==> config.mk <==
export PLATFORM = sky130hd
export DESIGN_NAME = operand_fetch_flat
export DESIGN_NICKNAME = d
export VERILOG_FILES = /design/src/rtl/operand_fetch_if.sv /design/src/rtl/operand_fetch.sv /design/src/flat_wrapper.sv
export SDC_FILE = /design/constraint.sdc
export NUM_CORES = 1
export LEC_CHECK = 0
export BUFFER_PORTS_ARGS = -buffer_cell sky130_fd_sc_hd__buf_2
export CAP_MARGIN = 20
export CORE_AREA = 5 5 191 193
export DETAILED_ROUTE_END_ITERATION = 16
export DIE_AREA = 0 0 196 198
export PLACE_DENSITY = 0.77
export REMOVE_ABC_BUFFERS = 1
export SETUP_SLACK_MARGIN = 0.5
export SLEW_MARGIN = 0
export SYNTH_ARGS = -nofsm -noshare
export SYNTH_HDL_FRONTEND = slang
export SYNTH_SLANG_ARGS = --single-unit
==> constraint.sdc <==
create_clock -name clk -period 5.8 [get_ports clk]
set_input_delay 0.58 -clock clk [delete_from_list [all_inputs] [get_ports clk]]
set_output_delay 0.58 -clock clk [all_outputs]
set_load 0.02 [all_outputs]
==> src/rtl/operand_fetch_if.sv <==
// Handshake and writeback bundle between the decoder, the operand_fetch
// issue stage and the execute stage.
interface operand_fetch_if #(
  parameter int DATA_W = 19,
  parameter int ADDR_W = 4
) ();
  logic              in_valid;
  logic              in_ready;
  logic [2:0]        in_op;
  logic [ADDR_W-1:0] in_rd;
  logic [ADDR_W-1:0] in_rs1;
  logic [ADDR_W-1:0] in_rs2;
  logic              in_use_imm;
  logic [DATA_W-1:0] in_imm;

  logic              wb_en;
  logic [ADDR_W-1:0] wb_addr;
  logic [DATA_W-1:0] wb_data;

  logic              out_valid;
  logic              out_ready;
  logic [DATA_W-1:0] out_a;
  logic [DATA_W-1:0] out_b;
  logic [2:0]        out_alu_op;
  logic [ADDR_W-1:0] out_rd;

  // Issue stage side
  modport slave (
    input  in_valid, in_op, in_rd, in_rs1, in_rs2, in_use_imm, in_imm,
    output in_ready,
    input  wb_en, wb_addr, wb_data,
    output out_valid, out_a, out_b, out_alu_op, out_rd,
    input  out_ready
  );

  // Decoder / execute side
  modport master (
    output in_valid, in_op, in_rd, in_rs1, in_rs2, in_use_imm, in_imm,
    input  in_ready,
    output wb_en, wb_addr, wb_data,
    input  out_valid, out_a, out_b, out_alu_op, out_rd,
    output out_ready
  );
endinterface

==> src/rtl/operand_fetch.sv <==
// Issue stage ahead of the 19-bit ALU: register file, busy scoreboard,
// same-cycle writeback bypass and a single registered operand bundle.
module operand_fetch #(
  parameter int DATA_W  = 19,
  parameter int REG_CNT = 16,
  parameter int ADDR_W  = 4
) (
  input  logic           clk,
  input  logic           rst_n,
  operand_fetch_if.slave io_bus
);

  localparam logic [REG_CNT-1:0] NOT_R0 = {{(REG_CNT-1){1'b1}}, 1'b0};

  logic [DATA_W-1:0]  r_regs [REG_CNT];
  logic [REG_CNT-1:0] r_busy;
  logic               r_out_valid;
  logic [DATA_W-1:0]  r_out_a;
  logic [DATA_W-1:0]  r_out_b;
  logic [2:0]         r_out_op;
  logic [ADDR_W-1:0]  r_out_rd;

  logic [REG_CNT-1:0] w_wb_hit;
  logic [REG_CNT-1:0] w_eff_busy;
  logic [REG_CNT-1:0] w_set;
  logic [REG_CNT-1:0] w_busy_nxt;
  logic [DATA_W-1:0]  w_a;
  logic [DATA_W-1:0]  w_b;
  logic               w_hazard;
  logic               w_space;
  logic               w_in_ready;
  logic               w_accept;

  // One-hot of the register being written back this cycle (r0 excluded)
  always_comb begin
    w_wb_hit = '0;
    if (io_bus.wb_en) w_wb_hit[io_bus.wb_addr] = 1'b1;
    w_wb_hit = w_wb_hit & NOT_R0;
  end

  // A same-cycle writeback resolves the hazard on its register
  assign w_eff_busy = r_busy & ~w_wb_hit;

  // Operand a: r0 is zero, then writeback bypass, then register file
  always_comb begin
    w_a = '0;
    if (io_bus.in_rs1 != '0) begin
      if (io_bus.wb_en && (io_bus.wb_addr == io_bus.in_rs1)) w_a = io_bus.wb_data;
      else                                                   w_a = r_regs[io_bus.in_rs1];
    end
  end

  // Operand b: immediate overrides rs2 entirely
  always_comb begin
    w_b = '0;
    if (io_bus.in_use_imm) begin
      w_b = io_bus.in_imm;
    end else if (io_bus.in_rs2 != '0) begin
      if (io_bus.wb_en && (io_bus.wb_addr == io_bus.in_rs2)) w_b = io_bus.wb_data;
      else                                                   w_b = r_regs[io_bus.in_rs2];
    end
  end

  // RAW on rs1/rs2 and WAW on rd all stall through the same busy bits
  assign w_hazard   = io_bus.in_valid &&
                      (w_eff_busy[io_bus.in_rs1] ||
                       (!io_bus.in_use_imm && w_eff_busy[io_bus.in_rs2]) ||
                       w_eff_busy[io_bus.in_rd]);
  assign w_space    = !r_out_valid || io_bus.out_ready;
  assign w_in_ready = w_space && !w_hazard;
  assign w_accept   = io_bus.in_valid && w_in_ready;

  // Scoreboard next state: clear on writeback, then set on accept (set wins)
  always_comb begin
    w_set = '0;
    if (w_accept) w_set[io_bus.in_rd] = 1'b1;
    w_busy_nxt = ((r_busy & ~w_wb_hit) | w_set) & NOT_R0;
  end

  // Scoreboard register
  always_ff @(posedge clk or negedge rst_n) begin
    if (!rst_n) r_busy <= '0;
    else        r_busy <= w_busy_nxt;
  end

  // Register file; r0 is never written
  always_ff @(posedge clk or negedge rst_n) begin
    if (!rst_n) begin
      for (int i = 0; i < REG_CNT; i++) r_regs[i] <= '0;
    end else if (io_bus.wb_en && (io_bus.wb_addr != '0)) begin
      r_regs[io_bus.wb_addr] <= io_bus.wb_data;
    end
  end

  // Output bundle: load on accept, drain on out_ready, otherwise hold
  always_ff @(posedge clk or negedge rst_n) begin
    if (!rst_n) begin
      r_out_valid <= 1'b0;
      r_out_a     <= '0;
      r_out_b     <= '0;
      r_out_op    <= '0;
      r_out_rd    <= '0;
    end else if (w_accept) begin
      r_out_valid <= 1'b1;
      r_out_a     <= w_a;
      r_out_b     <= w_b;
      r_out_op    <= io_bus.in_op;
      r_out_rd    <= io_bus.in_rd;
    end else if (io_bus.out_ready) begin
      r_out_valid <= 1'b0;
    end
  end

  assign io_bus.in_ready   = w_in_ready;
  assign io_bus.out_valid  = r_out_valid;
  assign io_bus.out_a      = r_out_a;
  assign io_bus.out_b      = r_out_b;
  assign io_bus.out_alu_op = r_out_op;
  assign io_bus.out_rd     = r_out_rd;

endmodule

==> src/flat_wrapper.sv <==
// flat-port wrapper written by rule: the top's interface ports become plain ports
module operand_fetch_flat 
#(
  parameter int DATA_W  = 19,
  parameter int REG_CNT = 16,
  parameter int ADDR_W  = 4
)
  (clk, rst_n, io_bus_in_valid, io_bus_in_op, io_bus_in_rd, io_bus_in_rs1, io_bus_in_rs2, io_bus_in_use_imm, io_bus_in_imm, io_bus_in_ready, io_bus_wb_en, io_bus_wb_addr, io_bus_wb_data, io_bus_out_valid, io_bus_out_a, io_bus_out_b, io_bus_out_alu_op, io_bus_out_rd, io_bus_out_ready);
  operand_fetch_if #(.DATA_W(DATA_W), .ADDR_W(ADDR_W)) io_bus_i ();
  input  logic clk;
  input  logic rst_n;
  input wire logic [$bits(io_bus_i.in_valid)-1:0] io_bus_in_valid;
  input wire logic [$bits(io_bus_i.in_op)-1:0] io_bus_in_op;
  input wire logic [$bits(io_bus_i.in_rd)-1:0] io_bus_in_rd;
  input wire logic [$bits(io_bus_i.in_rs1)-1:0] io_bus_in_rs1;
  input wire logic [$bits(io_bus_i.in_rs2)-1:0] io_bus_in_rs2;
  input wire logic [$bits(io_bus_i.in_use_imm)-1:0] io_bus_in_use_imm;
  input wire logic [$bits(io_bus_i.in_imm)-1:0] io_bus_in_imm;
  output wire logic [$bits(io_bus_i.in_ready)-1:0] io_bus_in_ready;
  input wire logic [$bits(io_bus_i.wb_en)-1:0] io_bus_wb_en;
  input wire logic [$bits(io_bus_i.wb_addr)-1:0] io_bus_wb_addr;
  input wire logic [$bits(io_bus_i.wb_data)-1:0] io_bus_wb_data;
  output wire logic [$bits(io_bus_i.out_valid)-1:0] io_bus_out_valid;
  output wire logic [$bits(io_bus_i.out_a)-1:0] io_bus_out_a;
  output wire logic [$bits(io_bus_i.out_b)-1:0] io_bus_out_b;
  output wire logic [$bits(io_bus_i.out_alu_op)-1:0] io_bus_out_alu_op;
  output wire logic [$bits(io_bus_i.out_rd)-1:0] io_bus_out_rd;
  input wire logic [$bits(io_bus_i.out_ready)-1:0] io_bus_out_ready;
  assign io_bus_i.in_valid = io_bus_in_valid;
  assign io_bus_i.in_op = io_bus_in_op;
  assign io_bus_i.in_rd = io_bus_in_rd;
  assign io_bus_i.in_rs1 = io_bus_in_rs1;
  assign io_bus_i.in_rs2 = io_bus_in_rs2;
  assign io_bus_i.in_use_imm = io_bus_in_use_imm;
  assign io_bus_i.in_imm = io_bus_in_imm;
  assign io_bus_in_ready = io_bus_i.in_ready;
  assign io_bus_i.wb_en = io_bus_wb_en;
  assign io_bus_i.wb_addr = io_bus_wb_addr;
  assign io_bus_i.wb_data = io_bus_wb_data;
  assign io_bus_out_valid = io_bus_i.out_valid;
  assign io_bus_out_a = io_bus_i.out_a;
  assign io_bus_out_b = io_bus_i.out_b;
  assign io_bus_out_alu_op = io_bus_i.out_alu_op;
  assign io_bus_out_rd = io_bus_i.out_rd;
  assign io_bus_i.out_ready = io_bus_out_ready;
  operand_fetch #(.DATA_W(DATA_W), .REG_CNT(REG_CNT), .ADDR_W(ADDR_W)) u_core (.clk(clk), .rst_n(rst_n), .io_bus(io_bus_i));
endmodule
==> results.json <==
{
  "status": "complete, no violations",
  "drt_iter0_drc": 1319,
  "fillers": 2484,
  "yosys_warnings": 0,
  "rsz0062_at_grt": "no",
  "place.gp.congestion": 0.891,
  "synth_top_family_by_area": "multiplexers",
  "critPathMaxFanout": 12,
  "row_count": 68,
  "clk_pin_slew_ps": 60,
  "cap_violations": 0,
  "antenna_left": 0,
  "grt_pass1_wl_um": 78400,
  "die_h_um": 198,
  "synthAdderAreaFrac": 0,
  "reg2reg_depth": 7,
  "grt_use_total": 0.266,
  "max_slew_margin": 0.386,
  "avgRoutedWirePerCell_um": 28.3,
  "die_area_um2": 38800,
  "post_cts.resized_instances": 0,
  "dr_total_vias": 12100,
  "clock-skew-final_ps": 17.8,
  "grt_max_degree": 133,
  "arrival_ps": 3500,
  "chipWidth_um": 196,
  "synth-compound-area-share": 0.0293,
  "firstDrtPassIters": 5,
  "hold_path.class": "in -> async",
  "cts.sinks": 365,
  "r2r-end": "u_core.io_bus.out_b[1]$_DFFE_PN0P_",
  "rrSetupSlack_ps": 2690,
  "async_flop_share": 1.00,
  "root_buffer": "clkbuf_16",
  "ys_seq_elements": 365,
  "clock_latency_ps": 530,
  "setup_violations": 0,
  "antenna_cells": 0,
  "tightestPinTransition_ps": 921,
  "synth-simple-area-share": 0.0254,
  "slew_violations": 0,
  "viasPerCell": 6.72,
  "p_leak_nw": 9.22,
  "synth_enable_flop_cells": 0,
  "holdBufCountCts": 0,
  "end_kind": "output port",
  "synthMuxAreaShare": 0.442,
  "required_ps": 5220,
  "start_util": 0.567,
  "finalHoldViolCount": 0,
  "cts_buffers": 40,
  "reg2reg_from": "u_core.r_busy[11]$_DFF_PN0_",
  "synthXorXnorAreaFrac": 0.00359,
  "min_period_over_period": 0.704,
  "ir_drop_mv": 0.248,
  "synth_cell_types": 51,
  "antenna_found_initial": 1,
  "grt-ovfl-total": 0,
  "grt_pass1_vias": 12800,
  "timing.final.crit_period_ps": 4080,
  "coreArea_um2": 34400,
  "yosysSeqAreaShare": 0.468,
  "htreeDepth": 2,
  "max_freq_ghz": 0.245,
  "final_nets": 1380,
  "cts_tree": "done",
  "dp_hpwl_um": 30400,
  "drc_errors": 0,
  "wl_um": 51100,
  "clock_path_buffers": 3,
  "worstSetupPathType": "in -> out",
  "dpl.cell_count": 1729,
  "startpoint_type": "primary input",
  "synth.avg_cell_area_um2": 15.4,
  "powerDensity_nw_per_um2": 383,
  "post-route-util": 0.631,
  "io_buffers": 109,
  "synth_flop_cell": "dfrtp_1",
  "netlist_instances": 1268,
  "io_pins": 110,
  "post_cts_buffers": 0,
  "drive_gt1_frac": 0.552,
  "stdcell_count": 1802,
  "fin_tns_setup_ps": 0,
  "area_delta_synth_final_pct": 11.2,
  "syn_area_um2": 19500
}
==> worst max-delay path by stage <==
stage	startpoint	end	slack, ps	cells past startpoint
2_1_floorplan	io_bus_wb_addr[2]	u_core.io_bus.out_a[0]$_DFFE_PN0P_	930	7
3_3_place_gp	io_bus_wb_addr[2]	u_core.io_bus.out_a[0]$_DFFE_PN0P_	1690	9
5_1_grt	io_bus_wb_addr[2]	io_bus_in_ready	1630	9
4_1_cts	io_bus_wb_addr[2]	io_bus_in_ready	1870	9
6_report	io_bus_wb_addr[1]	io_bus_in_ready	1720	9
3_5_place_dp	io_bus_wb_addr[2]	u_core.io_bus.out_b[8]$_DFFE_PN0P_	1590	9
==> power breakdown <==
group	switching, mW	total [mW]	internal [mW]
sequential	0.436	3.62	3.18
combinational	0.894	2.16	1.27
clock	1.03	2.54	1.51
==> cells in the final DEF (no fill, tap or decap), types with 9 or more instances in the layout <==
cell and count:
dfrtp_1 365, mux2_2 285, mux4_2 193, buf_2 104, mux2_4 45, clkbuf_16 41, mux2i_1 39, nand2_1 33
buf_4 31, o21ai_0 30, nor2_1 28, o211ai_1 11, nor2_2 11, clkbuf_1 11, inv_1 9
==> kinds of logic (layout without fill, tap and decap cells) <==
group / after synthesis / in the layout
AOI/OAI and AO/OA: 85 / 85
xor gates and xnor gates: 8 / 8
buffers and inverters: 142 / 221
DFF: 365 / 365
muxes: 562 / 562
and+or+nand+nor: 106 / 106
==> synthesized netlist by cell type (6+ instances only) <==
| cell | n | share of area |
|---|---|---|
| dfrtp_1 | 365 | 0.47 |
| mux2_2 | 285 | 0.16 |
| mux4_2 | 193 | 0.22 |
| clkbuf_1 | 95 | 0.018 |
| mux2_4 | 45 | 0.035 |
| mux2i_1 | 39 | 0.020 |
| nor2_1 | 39 | 0.0075 |
| nand2_1 | 33 | 0.0064 |
| o21ai_0 | 30 | 0.0077 |
| buf_2 | 16 | 0.0041 |
| buf_1 | 12 | 0.0023 |
| o211ai_1 | 11 | 0.0042 |
| inv_1 | 9 | 0.0017 |
| o31ai_1 | 8 | 0.0031 |
| nand3_1 | 7 | 0.0018 |
| buf_6 | 6 | 0.0035 |
| o21ai_1 | 6 | 0.0015 |
| xor2_1 | 6 | 0.0027 |
==> final cells by class <==
type	instances	area [µm²]	area share
Inverter	9	33.8	0.00156
Clock buffer	58	1150	0.0530
Sequential cell	365	9130	0.421
Multi-Input combinational cell	761	9800	0.452
Timing Repair Buffer	140	847	0.0390
Tap cell	455	569	0.0262
Clock inverter	14	156	0.00721
==> flip-flops by register name, summed over array words and instances (netlist names) <==
signal and count:
u_core.io_bus.out_a 19, u_core.io_bus.out_alu_op 3, u_core.io_bus.out_b 19, u_core.io_bus.out_rd 4, u_core.io_bus.out_valid 1, u_core.r_busy 15
u_core.r_regs 304
==> stage by stage <==
step	setup WS, ps	area [µm²]	power (mW)	hold WS, ps
finish	1720	21700	8.32	39.2
global route	1630	21700	8.69	111
detailed placement	1590	20400	5.81	383
floorplan	933	18900	5.08	284
global placement	1690	20400	5.70	376
CTS	1870	21700	8.35	95.0
==> per-layer routing <==
| metal | vias up | GRT usage | routed length, µm |
|---|---|---|---|
| li1 | 4979 | - | - |
| met3 | 93 | 0.0558 | 4140 |
| met1 | 6473 | 0.390 | 21600 |
| met5 | - | 0 | 13 |
| met4 | 2 | 0.0665 | 1340 |
| met2 | 559 | 0.415 | 24000 |
==> worst max-delay path: stages <==
cell and delay [ps]:
buf_2 160, nand2b_1 510, o21ai_0 340, mux4_2 510, nand2_1 120, or4b_1 470
nand3_1 460, a21boi_0 170, buf_2 190
Power figures use the tool's default switching activity.
